$ cat config.mk
export PLATFORM = sky130hd
export DESIGN_NAME = bsg_chip_link_prbs_tester
export DESIGN_NICKNAME = d
export VERILOG_FILES = /design/src/rtl/bsg_chip_link_prbs_tester.sv
export SDC_FILE = /design/constraint.sdc
export NUM_CORES = 1
export LEC_CHECK = 0
export CORE_MARGIN = 2
export CORE_UTILIZATION = 40
export CTS_CLUSTER_DIAMETER = 200
export DETAILED_ROUTE_END_ITERATION = 12
export GPL_TIMING_DRIVEN = 0
export PLACE_DENSITY = 0.64
export SKIP_LAST_GASP = 1
export SYNTH_ARGS = -nofsm -noshare
export SYNTH_HDL_FRONTEND = slang
export SYNTH_SLANG_ARGS = --single-unit
$ cat constraint.sdc
create_clock -name clk_i -period 4.9 [get_ports clk_i]
set_input_delay 0.98 -clock clk_i [delete_from_list [all_inputs] [get_ports clk_i]]
set_output_delay 0.98 -clock clk_i [all_outputs]
set_load 0.1 [all_outputs]
$ cat src/rtl/bsg_chip_link_prbs_tester.sv
// PRBS-15 generator/checker for one 16-bit link channel, with transparent passthrough when idle.
// Optional error injection on the generator is built when BSG_CHIP_LINK_PRBS_INJECT_EN is defined.
module bsg_chip_link_prbs_tester #(
  parameter int          width_p      = 16,
  parameter logic [14:0] seed_p       = 15'h7FFF,
  parameter int          lock_count_p = 4,
  parameter int          loss_count_p = 8,
  parameter int          cnt_width_p  = 32
) (
  input  logic                   clk_i,
  input  logic                   reset_i,
`ifdef BSG_CHIP_LINK_PRBS_INJECT_EN
  input  logic                   inject_err_i,
`endif
  input  logic                   test_en_i,
  input  logic                   clear_i,
  input  logic [width_p-1:0]     core_data_i,
  input  logic                   core_v_i,
  output logic [width_p-1:0]     pad_data_o,
  output logic                   pad_v_o,
  input  logic [width_p-1:0]     pad_data_i,
  input  logic                   pad_v_i,
  output logic [width_p-1:0]     core_data_o,
  output logic                   core_v_o,
  output logic                   locked_o,
  output logic [cnt_width_p-1:0] word_cnt_o,
  output logic [cnt_width_p-1:0] err_cnt_o
);

  typedef enum logic [1:0] {IDLE = 2'd0, SEED = 2'd1, ACQ = 2'd2, LOCKED = 2'd3} state_e;

  // 16 serial steps of x^15+x^14+1, first step lands in bit 15
  function automatic logic [15:0] prbs_word(input logic [14:0] s);
    logic [14:0] st;
    logic        b;
    logic [15:0] w;
    st = s;
    w  = 16'h0000;
    for (int i = 15; i >= 0; i--) begin
      b    = st[14] ^ st[13];
      w[i] = b;
      st   = {st[13:0], b};
    end
    return w;
  endfunction

  function automatic logic [4:0] popcount16(input logic [15:0] v);
    logic [4:0] c;
    c = 5'd0;
    for (int i = 0; i < 16; i++) c = c + {4'd0, v[i]};
    return c;
  endfunction

  logic [14:0]        gen_r;
  logic [15:0]        gen_word_r;
  logic               test_r;
  logic [15:0]        gen_next_s;
  logic               inject_rise_s;
  logic [width_p-1:0] gen_ext_s;

`ifdef BSG_CHIP_LINK_PRBS_INJECT_EN
  logic inject_q_r;
  always_ff @(posedge clk_i or posedge reset_i) begin
    if (reset_i) inject_q_r <= 1'b0;
    else         inject_q_r <= inject_err_i;
  end
  assign inject_rise_s = inject_err_i & ~inject_q_r;
`else
  assign inject_rise_s = 1'b0;
`endif

  assign gen_next_s = prbs_word(gen_r);

  // injection corrupts only the outgoing copy; gen_r keeps the clean sequence
  always_ff @(posedge clk_i or posedge reset_i) begin
    if (reset_i) begin
      gen_r      <= seed_p;
      gen_word_r <= 16'h0000;
      test_r     <= 1'b0;
    end else if (test_en_i) begin
      gen_r      <= gen_next_s[14:0];
      gen_word_r <= gen_next_s ^ {15'h0000, inject_rise_s};
      test_r     <= 1'b1;
    end else begin
      gen_r      <= seed_p;
      gen_word_r <= 16'h0000;
      test_r     <= 1'b0;
    end
  end

  always_comb begin
    gen_ext_s       = '0;
    gen_ext_s[15:0] = gen_word_r;
    if (test_en_i) begin
      pad_data_o  = gen_ext_s;
      pad_v_o     = test_r;
      core_data_o = '0;
      core_v_o    = 1'b0;
    end else begin
      pad_data_o  = core_data_i;
      pad_v_o     = core_v_i;
      core_data_o = pad_data_i;
      core_v_o    = pad_v_i;
    end
  end

  state_e                 state_r, state_nxt_s;
  logic [14:0]            chk_r, chk_nxt_s;
  logic [7:0]             match_r, match_nxt_s, miss_r, miss_nxt_s;
  logic [cnt_width_p-1:0] word_r, word_nxt_s, err_r, err_nxt_s, word_sat_s, err_sat_s;
  logic [cnt_width_p:0]   word_sum_s, err_sum_s, pop_ext_s;
  logic                   locked_r;
  logic [15:0]            rx_s, pred_s, diff_s;
  logic                   hit_s;

  assign rx_s   = pad_data_i[15:0];
  assign pred_s = prbs_word(chk_r);
  assign diff_s = rx_s ^ pred_s;
  assign hit_s  = (diff_s == 16'h0000);

  // one extra bit catches overflow so the sum can clamp to all-ones
  always_comb begin
    pop_ext_s      = '0;
    pop_ext_s[4:0] = popcount16(diff_s);
    word_sum_s     = {1'b0, word_r} + {{cnt_width_p{1'b0}}, 1'b1};
    err_sum_s      = {1'b0, err_r} + pop_ext_s;
    word_sat_s     = word_sum_s[cnt_width_p] ? '1 : word_sum_s[cnt_width_p-1:0];
    err_sat_s      = err_sum_s[cnt_width_p] ? '1 : err_sum_s[cnt_width_p-1:0];
  end

  always_comb begin
    state_nxt_s = state_r;
    chk_nxt_s   = chk_r;
    match_nxt_s = match_r;
    miss_nxt_s  = miss_r;
    word_nxt_s  = word_r;
    err_nxt_s   = err_r;
    if (!test_en_i) begin
      state_nxt_s = IDLE;
      if (clear_i) begin
        word_nxt_s = '0;
        err_nxt_s  = '0;
      end else begin
        word_nxt_s = word_r;
        err_nxt_s  = err_r;
      end
    end else if (clear_i) begin
      state_nxt_s = SEED;
      match_nxt_s = 8'd0;
      miss_nxt_s  = 8'd0;
      word_nxt_s  = '0;
      err_nxt_s   = '0;
    end else if (state_r == IDLE) begin
      state_nxt_s = SEED;
    end else if (pad_v_i) begin
      case (state_r)
        SEED: begin
          chk_nxt_s   = rx_s[14:0];
          match_nxt_s = 8'd0;
          state_nxt_s = ACQ;
        end
        ACQ: begin
          chk_nxt_s = pred_s[14:0];
          if (hit_s) begin
            match_nxt_s = match_r + 8'd1;
            if (match_r + 8'd1 == 8'(lock_count_p)) begin
              state_nxt_s = LOCKED;
              miss_nxt_s  = 8'd0;
            end else begin
              state_nxt_s = ACQ;
            end
          end else begin
            state_nxt_s = SEED;
          end
        end
        LOCKED: begin
          chk_nxt_s  = pred_s[14:0];
          word_nxt_s = word_sat_s;
          err_nxt_s  = err_sat_s;
          if (hit_s) begin
            miss_nxt_s = 8'd0;
          end else begin
            miss_nxt_s = miss_r + 8'd1;
            if (miss_r + 8'd1 == 8'(loss_count_p)) state_nxt_s = SEED;
            else                                   state_nxt_s = LOCKED;
          end
        end
        default: state_nxt_s = IDLE;
      endcase
    end else begin
      state_nxt_s = state_r;
    end
  end

  always_ff @(posedge clk_i or posedge reset_i) begin
    if (reset_i) begin
      state_r  <= IDLE;
      chk_r    <= seed_p;
      match_r  <= 8'd0;
      miss_r   <= 8'd0;
      word_r   <= '0;
      err_r    <= '0;
      locked_r <= 1'b0;
    end else begin
      state_r  <= state_nxt_s;
      chk_r    <= chk_nxt_s;
      match_r  <= match_nxt_s;
      miss_r   <= miss_nxt_s;
      word_r   <= word_nxt_s;
      err_r    <= err_nxt_s;
      locked_r <= (state_nxt_s == LOCKED);
    end
  end

  assign locked_o   = locked_r;
  assign word_cnt_o = word_r;
  assign err_cnt_o  = err_r;

endmodule

After elaboration in Yosys (flattened, before gate mapping)
Index checks and enable logic that the tools add are counted.

Equality and inequality tests: 9. Multiplexer cells: 42. Add/subtract/negate cells: 19. Reductions and logical operators: 13. Bitwise gates (word level): 35.

Operators with widths (count): 32-bit 2-to-1 mux (13); 8-bit 2-to-1 mux (10); 5-bit by 1-bit adder with 5-bit output (11); 16-bit 2-to-1 mux (3); 32-bit by 1-bit adder with 33-bit output (second input constant) (1); 32-bit by 5-bit adder with 33-bit output (1); 8-bit case mux with 2 select lines (2); 1-bit XOR (32); 15-bit case mux with 2 select lines (1); 8-bit by 1-bit adder with 8-bit output (second input constant) (2); 16-bit logical NOT (1); 16-bit XOR (1); 15-bit 2-to-1 mux (1); 2-bit 2-to-1 mux (7); 5-bit AND reduction (2); 8-bit by 3-bit == test with 1-bit output (second input constant) (1); 8-bit by 4-bit == test with 1-bit output (second input constant) (1); 2-bit nonzero test (4); 2-bit == test (second input constant) (3); 3-bit != test (second input constant) (2); 2-bit case mux with 3 select lines (1); 6-bit AND reduction (1); 3-bit nonzero test (2); 4-bit by 1-bit adder with 5-bit output (1); 10 further kinds (14).

Flip-flop bits (word level): 130. Output and inout port bits: 99.

Depth between registers and ports, before layout
Gate-level depths: netlist (run 1).

Word-level depth: 25. Gate-level depth with buffers: 21. Gate-level depth less buffers: 19.

Worst setup path before layout (run 1)
No wires, ideal clock.

Path type: input -> register. Start point: input pad_data_i[2]. End point: register err_r[22], in the netlist err_cnt_o[22]. Data arrival time: 5.327 ns. Path slack: -0.510 ns. Data required time: 4.817 ns. Setup time: 0.083 ns. Cell stages on the path: 17. Cells stage by stage: xnor2_1 -> fa_1 -> fa_1 -> inv_1 -> fa_1 -> fa_1 -> inv_1 -> fa_1 -> inv_1 -> fa_1 -> a21o_1 -> a21oi_1 -> o21bai_1 -> nand4_1 -> or3_1 -> xor2_1 -> o21ai_0.

Longest elaborated chain between the ends: 22.

Ends and longest elaborated chain: start: declaration (RTL line 21) `input logic [width_p-1:0] pad_data_i,`; 16-bit XOR (RTL line 118) `assign diff_s = rx_s ^ pred_s;`; 2-bit by 1-bit adder with 3-bit output (RTL line 50) `for (int i = 0; i < 16; i++) c = c + {4'd0, v[i]};`; 3-bit by 1-bit adder with 4-bit output (RTL line 50); 4-bit by 1-bit adder with 5-bit output (RTL line 50); 5-bit by 1-bit adder with 5-bit output (11 in a row) (RTL line 50); 32-bit by 5-bit adder with 33-bit output (RTL line 126) `err_sum_s = {1'b0, err_r} + pop_ext_s;`; 32-bit 2-to-1 mux (RTL line 128) `err_sat_s = err_sum_s[cnt_width_p] ? '1 : err_sum_s[cnt_width_p-1:0];`; 32-bit 2-to-1 mux (RTL line 156) `case (state_r)`; 32-bit 2-to-1 mux (RTL line 155) `end else if (pad_v_i) begin`; 32-bit 2-to-1 mux (RTL line 153) `end else if (state_r == IDLE) begin`; 32-bit 2-to-1 mux (RTL line 147) `end else if (clear_i) begin`; 32-bit 2-to-1 mux (RTL line 138) `if (!test_en_i) begin`; end signal: assignment (RTL line 210) `err_r <= err_nxt_s;`; end: declaration (RTL line 110) `logic [cnt_width_p-1:0] word_r, word_nxt_s, err_r, err_nxt_s, word_sat_s, err_sat_s;`.

No other way between the ends. The select of a mux whose other input is x is not followed. A chain may end at the register's enable or synchronous reset.

Final worst setup path (run 1)
Start point: register chk_r[12]. End point: register err_r[22], in the netlist err_cnt_o[22].

Longest elaborated chain between the ends: 25. Elaborated cells between the ends (all ways): 26.

Ends and longest elaborated chain: start: declaration (RTL line 108) `logic [14:0] chk_r, chk_nxt_s;`; start signal: assignment (RTL line 198) `chk_r <= seed_p;`; start signal: assignment (RTL line 206) `chk_r <= chk_nxt_s;`; 1-bit XOR (2 in a row) (RTL line 40) `b = st[14] ^ st[13];`; 16-bit XOR (*) (RTL line 118); 1-bit by 1-bit adder with 2-bit output (RTL line 50); 2-bit by 1-bit adder with 3-bit output (RTL line 50); 3-bit by 1-bit adder with 4-bit output (RTL line 50); 4-bit by 1-bit adder with 5-bit output (RTL line 50); 5-bit by 1-bit adder with 5-bit output (9 in a row) (RTL line 50); 5-bit by 1-bit adder with 5-bit output (*) (2 in a row) (RTL line 50); 32-bit by 5-bit adder with 33-bit output (*) (RTL line 126); 32-bit 2-to-1 mux (*) (RTL line 128); 32-bit 2-to-1 mux (*) (RTL line 156); 32-bit 2-to-1 mux (*) (RTL line 155); 32-bit 2-to-1 mux (*) (RTL line 153); 32-bit 2-to-1 mux (*) (RTL line 147); 32-bit 2-to-1 mux (*) (RTL line 138).

Mark *: on every way between the ends. The rest lies on a longest branch, timed or not. The select of a mux whose other input is x is not followed.

==> summary.md, run 1 <==
| Metric | Value |
|---|---|
| Max incr delay on CP | 0.59 ns |
| Fillers | 1774 |
| Slew @ Worst Pin | 1.33 ns |
| Maximum vdd drop | 0.000716 V |
| First-pass GRT wire length | 35.8 mm |
| Final Non-Filler Cells | 1329 |
| Yosys top cell area share | 0.319 |
| Synthesis-to-finish area growth | 36.0% |
| Final min period | 5.06 ns |
| Vias in the first global route | 6819 |
| Crit path required time | 5.19 ns |
| Leakage | 4.39 nW |
| Hold Path Stages | 2 |
| Finished Cell Area | 0.0107 sq mm |
| CTS tree | done |
| Slew headroom | 0.113 |
| Util after Layout | 0.551 |
| Post-route ant nets | 0 |
| Pre-antenna DRT Iters | 5 |
| Crit end category | flip-flop |
| Dpl hpwl | 15.8 mm |
| Outcome | finished, violations left |
| Slew Limit Fails | 0 |
| Synth Flop Type | dfrtp_1 |
| Cells after Synth | 862 |
| Most area-hungry cell type in the Yosys netlist | dfrtp_1 |
| WL per Instance | 17.1 um |
| TritonCTS Sinks | 130 |
| Power Density | 533 mW/mm^2 |
| Hold path start | chk_r[6] |
| Placer Congestion | 0.857 |
| Post-synth EDFFs | 0 |
| Initial antenna violation count | 0 |
| Die area | 0.0207 sq mm |
| I/O Pins | 137 |
| Seq/Total Area, Yosys | 0.420 |
| Reg2reg start | chk_r[12] |
| I/O Buffers | 136 |
| Crit Path Max Fanout | 5 |
| Synthesized Nets | 923 |
| Overflow after GRT | 0 |
| Vias | 7250 |
| Most frequent cells in the layout | clkdlybuf4s50_1 (112), dfrtp_1 (100), nand2_1 (81), nor2_1 (74), o21ai_0 (61) |
| PnR worst setup slack | -0.161 ns |
| Post-CTS Hold Buffers | 0 |
| DR vias/cell | 5.46 |
| Synth cell types | 69 |
| NumNets Final | 1112 |
| Largest net degree at the start of global routing | 78 |
| Commonest non-fill, non-tap cell in the layout | clkdlybuf4s50_1 |
| Unrepaired setup endpoints after global routing | true |
| Top cell by count, worst path | fa_1 |
| Synthesized cell area | 0.00784 sq mm |
| Critical path class | flip-flop to flip-flop |
| DR iter-0 viols | 571 |
| Reg2Reg Depth | 18 |
| CP top delay family | adder cells |
| Avg Cell Area, Syn | 9.10 sq um |
| WHS Endpoint | chk_r[6] |
| H-tree depth | 4 |
| Starting Density | 0.405 |
| CP startpoint | chk_r[12] |
| DP Area | 0.00961 sq mm |
| All-layer global routing usage | 0.221 |
| Final period util | 1.03 |
| Clk buf depth | 2 |
| Arrival @ worst endpoint | 5.36 ns |
| Antenna Diode Count | 0 |
| Clock transition at path regs | 0.06 ns |
| Skew final | 0.0100 ns |
| Die Span Y | 144 um |
| Max-cap viol count | 0 |
| Die Width | 144 um |
| # DRC | 0 |
| Worst-skew pair later-pin latency | 0.43 ns |
| Synth Warn # | 0 |
| Synth top area cells | dfrtp_1 (32%), dfstp_2 (10%), xnor2_1 (5.1%) |
| Max Freq | 198 MHz |
| Setup violators final | 21 |
| Share of layout cells above drive strength 1 | 0.184 |
| Hold WC Path Type | flip-flop to flip-flop |
| Critical path buffer and inverter count | 3 |
| Routed wire length | 22.7 mm |
| Crit start category | flip-flop |
| Setup TNS | -1.16 ns |
| Clk root buf | clkbuf_16 |
| Final Hold Fails | 0 |
| FF-to-FF End | err_cnt_o[22] |
| Synth async-reset ratio | 1.00 |
| Core Box Area | 0.0193 sq mm |
| Failing checks | setup timing |
| R2r setup slk | -0.16 ns |
| Seq cells post-synth | 130 |
| Worst path cell trace | xnor2_2, xor2_1, fa_1, fa_1, inv_1, fa_1, fa_1, inv_2, fa_2, inv_2, fa_2, a21o_1, a21oi_2, o21bai_4, nand4_1, or3_1, xor2_1, o21ai_1 |
| Highest-delay cell along the critical path | dfstp_2 |
| Placement row count | 51 |
| TritonCTS Buffers | 17 |
| Cell count after placement | 1264 |
[cell families after synthesis]
kind of cell / Yosys count / synth area share
AO/OA/AOI/OAI: 199 / 0.164
XOR/XNOR: 67 / 0.0777
adder cells (fa/ha/maj): 23 / 0.0482
buffers and inverters: 83 / 0.0428
flip-flops: 130 / 0.420
multiplexers: 24 / 0.0335
AND/OR/NAND/NOR: 336 / 0.214
[layer usage]
metal  wire length, um  global-route usage  up-vias  share of wire
li1                  -                   -     3466              -
met1             10300               0.308     3532           0.45
met2             10700               0.347      227           0.47
met3              1410              0.0450       25          0.062
met4               345              0.0697        0          0.015
met5                 0                   0        -              0
[worst reg2reg max path: stages, from the launching register on]
cell      delay, ns
dfstp_2        0.59
xnor2_2        0.15
xor2_1         0.22
fa_1           0.45
fa_1           0.51
inv_1          0.05
fa_1           0.46
fa_1           0.57
inv_2          0.04
fa_2           0.35
inv_2          0.06
fa_2           0.19
a21o_1         0.14
a21oi_2        0.09
o21bai_4       0.21
nand4_1        0.22
or3_1          0.40
xor2_1         0.15
o21ai_1        0.09
[cell type report]
cell class	count	area, sq um	share of cell area
sequential	130	3290	0.309
multi-input combinational	649	4480	0.420
clock inverter	15	146	0.0137
timing repair buffer	172	1640	0.154
tap	265	332	0.0311
clock buffer	17	425	0.0399
buffer	37	178	0.0167
inverter	44	170	0.0160
[worst max path at each step]
| stage | to | slack (ns) | cells past startpoint |
|---|---|---|---|
| 6_report | err_cnt_o[22] | -0.16 | 18 |
| 5_1_grt | err_cnt_o[22] | -0.34 | 19 |
| 4_1_cts | err_cnt_o[30] | -0.16 | 20 |
| 3_5_place_dp | err_cnt_o[22] | -1.24 | 18 |
| 3_3_place_gp | match_r[4] | -1.57 | 2 |
| 2_1_floorplan | err_cnt_o[22] | -0.30 | 18 |
[power by group]
part	internal (W)	total (W)	switching, W
sequential	0.00128	0.00139	0.000108
combinational	0.00137	0.00305	0.00167
clock	0.000710	0.00124	0.000534
[state kept, by name (all words and copies together) (netlist names)]
register,cells
test_r,1
locked_o,1
state_r,2
err_cnt_o,32
match_r,8
miss_r,8
word_cnt_o,32
gen_r,15
gen_ext_s,16
chk_r,15
[cell usage after synthesis (all sizes together) (3+ instances only)]
master,instances
and4,6
dfstp,30
a311oi,10
a31o,3
and2,13
nand3b,3
mux2,18
a211oi,11
clkbuf,30
o211ai,12
nor2,78
inv,43
nor2b,20
and3,25
nand3,49
xnor2,47
nor4,4
a31oi,8
a21oi,34
a21o,7
o31ai,8
a32o,4
o22ai,13
o21ai,67
buf,9
dfrtp,100
nor3,26
nand2,83
o311ai,3
ha,11
fa,12
xor2,19
nand4,16
or3,4
or2,4
mux2i,6
[stage by stage]
step           total power (W)  setup WS (ns)  hold WS, ns
5_1_grt                0.00610         -0.345        0.531
4_1_cts                0.00550         -0.159        0.522
6_report               0.00568         -0.161        0.509
3_3_place_gp           0.00392          -1.57        0.499
3_5_place_dp           0.00396          -1.24        0.511
2_1_floorplan          0.00334         -0.297        0.479
[timing repair]
action,4_1_cts,5_1_grt
setup endpoints to repair,38,41
buffers inserted,20,15
pin swaps,22,25
gates resized for setup,55,43
No activity file was read; power rests on OpenSTA's default activity.
==> inputs of run 2 (changes only) <==
- REMOVE_ABC_BUFFERS: not set -> 1
==> run 2 against run 1 <==
Net effect:
- the run still ends with setup timing left
- worst setup slack worse by 0.0074 ns
- largest cell class unchanged
- clock-buffer cell count stayed put
- non-clock buffer count is 33 lower
- routed wire length is 8.1% lower
- total power is 1.2% lower
- highest routed layer unchanged
- critical path type is now primary input to flip-flop
==> summary.md, run 2 (synthesized netlist as in run 1, its figures left out) <==
| Metric | Value |
|---|---|
| Critical path class | primary input to flip-flop |
| Die Span Y | 144 um |
| DR vias/cell | 5.39 |
| Clock transition at path regs | 0.06 ns |
| Setup violators final | 25 |
| Die Width | 144 um |
| Unrepaired setup endpoints after global routing | true |
| Placer Congestion | 0.816 |
| Maximum vdd drop | 0.000526 V |
| Slew headroom | 0.197 |
| Final Non-Filler Cells | 1297 |
| Antenna Diode Count | 0 |
| R2r setup slk | -0.14 ns |
| Power Total | 0.00561 W |
| Commonest non-fill, non-tap cell in the layout | clkdlybuf4s50_1 |
| FF-to-FF End | err_cnt_o[27] |
| Reg2reg start | chk_r[0] |
| Vias in the first global route | 6567 |
| Share of layout cells above drive strength 1 | 0.192 |
| WHS Endpoint | chk_r[8] |
| First-pass GRT wire length | 33.7 mm |
| Routed wire length | 20.9 mm |
| Crit start category | primary input |
| Reg2Reg Depth | 20 |
| Core Box Area | 0.0193 sq mm |
| Failing checks | setup timing |
| Final min period | 5.07 ns |
| CTS tree | done |
| Fillers | 1734 |
| I/O Buffers | 136 |
| Overflow after GRT | 0 |
| Multi-input logic area | 0.00451 sq mm |
| PnR worst setup slack | -0.168 ns |
| Worst-skew pair later-pin latency | 0.42 ns |
| Slew Limit Fails | 0 |
| Register area | 0.00329 sq mm |
| Skew final | 0.00730 ns |
| Synthesis-to-finish area growth | 35.4% |
| Crit Path Max Fanout | 6 |
| Hold WC Path Type | flip-flop to flip-flop |
| Cell count after placement | 1229 |
| Post-route ant nets | 0 |
| Dpl hpwl | 13.7 mm |
| Vias | 6994 |
| Hold Path Stages | 2 |
| H-tree depth | 4 |
| WHS | 0.514 ns |
| Hold path start | chk_r[8] |
| Leakage | 4.23 nW |
| Final Hold Fails | 0 |
| Arrival @ worst endpoint | 5.32 ns |
| Crit path required time | 5.16 ns |
| All-layer global routing usage | 0.205 |
| WL per Instance | 16.1 um |
| Slew @ Worst Pin | 1.20 ns |
| Most frequent cells in the layout | clkdlybuf4s50_1 (126), dfrtp_1 (100), nand2_1 (81), nor2_1 (73), o21ai_0 (60) |
| Initial antenna violation count | 0 |
| Pre-antenna DRT Iters | 5 |
| Die area | 0.0207 sq mm |
| Largest net degree at the start of global routing | 70 |
| Max Freq | 197 MHz |
| Crit end category | flip-flop |
| Clk buf depth | 2 |
| I/O Pins | 137 |
| TritonCTS Buffers | 17 |
| Starting Density | 0.405 |
| DR iter-0 viols | 408 |
| TritonCTS Sinks | 130 |
| Outcome | finished, violations left |
| Max-cap viol count | 0 |
| Final period util | 1.03 |
| NumNets Final | 1080 |
| # DRC | 0 |
| Placement row count | 51 |
| Clk root buf | clkbuf_16 |
| Power Density | 528 mW/mm^2 |
[run 2: cell count changes in the layout (fill, tap and decap cells not counted), moves of 3 or more]
cell and change:
clkbuf_2 -4, o22ai_1 +4, clkbuf_1 -28, o22ai_2 -4, dlymetal6s2s_1 -10, clkdlybuf4s50_1 +14, buf_4 -3, dlygate4sd2_1 -6
[run 2: area by class of cell]
class | count | share of cell area
clock buffer | 17 | 0.0401
clock inverter | 15 | 0.0185
inverter | 44 | 0.0160
multi-input combinational | 650 | 0.425
sequential | 130 | 0.310
tap | 265 | 0.0312
timing repair buffer | 176 | 0.159
[run 2: routing by layer]
layer  routed length (um)  global-route usage  part of all wire
met4                  228              0.0655             0.011
met5                    0                   0                 0
met2                10000               0.326              0.48
met3                 1160              0.0444             0.056
met1                 9510               0.280              0.45
[run 2: timing repair]
item / CTS / global route
hold buffers: 0 / 0
cloned: 1 / 0
pin swaps: 26 / 20
setup buffers: 20 / 15
gates resized for setup: 76 / 22
endpoints found under the setup margin: 32 / 32
[run 2: through the flow]
step	instance area [sq um]	util	setup TNS (ns)	setup slack (ns)
6_report	10600	0.549	-2.11	-0.168
5_1_grt	10600	0.549	-7.79	-0.345
2_1_floorplan	7670	-	-7.73	-0.510
3_3_place_gp	9360	0.484	-291.09	-2.37
4_1_cts	10400	0.538	-2.39	-0.205
3_5_place_dp	9440	0.488	-48.35	-1.96
[run 2: worst max path at each step]
stage,start,end,slack [ns],cells past startpoint
2_1_floorplan,pad_data_i[2],err_cnt_o[22],-0.51,17
3_3_place_gp,test_en_i,err_cnt_o[31],-2.37,5
4_1_cts,chk_r[0],err_cnt_o[22],-0.21,18
3_5_place_dp,pad_data_i[0],err_cnt_o[7],-1.96,18
5_1_grt,chk_r[0],err_cnt_o[22],-0.35,18
6_report,pad_data_i[10],err_cnt_o[27],-0.17,19
[run 2: worst max-delay path: stages]
cell and delay (ns):
clkdlybuf4s15_2 0.22, xnor2_2 0.22, fa_1 0.47, fa_1 0.48
fa_1 0.55, fa_1 0.43, inv_2 0.08, fa_2 0.22
inv_2 0.05, fa_2 0.39, a21o_1 0.18, a21oi_2 0.19
o21bai_4 0.11, buf_6 0.14, nand3_4 0.15, nand2_8 0.10
buf_12 0.19, nor2_4 0.08, a211oi_2 0.08
[run 2: power breakdown]
part | total [W] | internal (W) | switching (W)
logic | 0.00286 | 0.00124 | 0.00163
clock network | 0.00135 | 0.000816 | 0.000530
registers | 0.00140 | 0.00128 | 0.000118
total | 0.00561 | 0.00333 | 0.00228
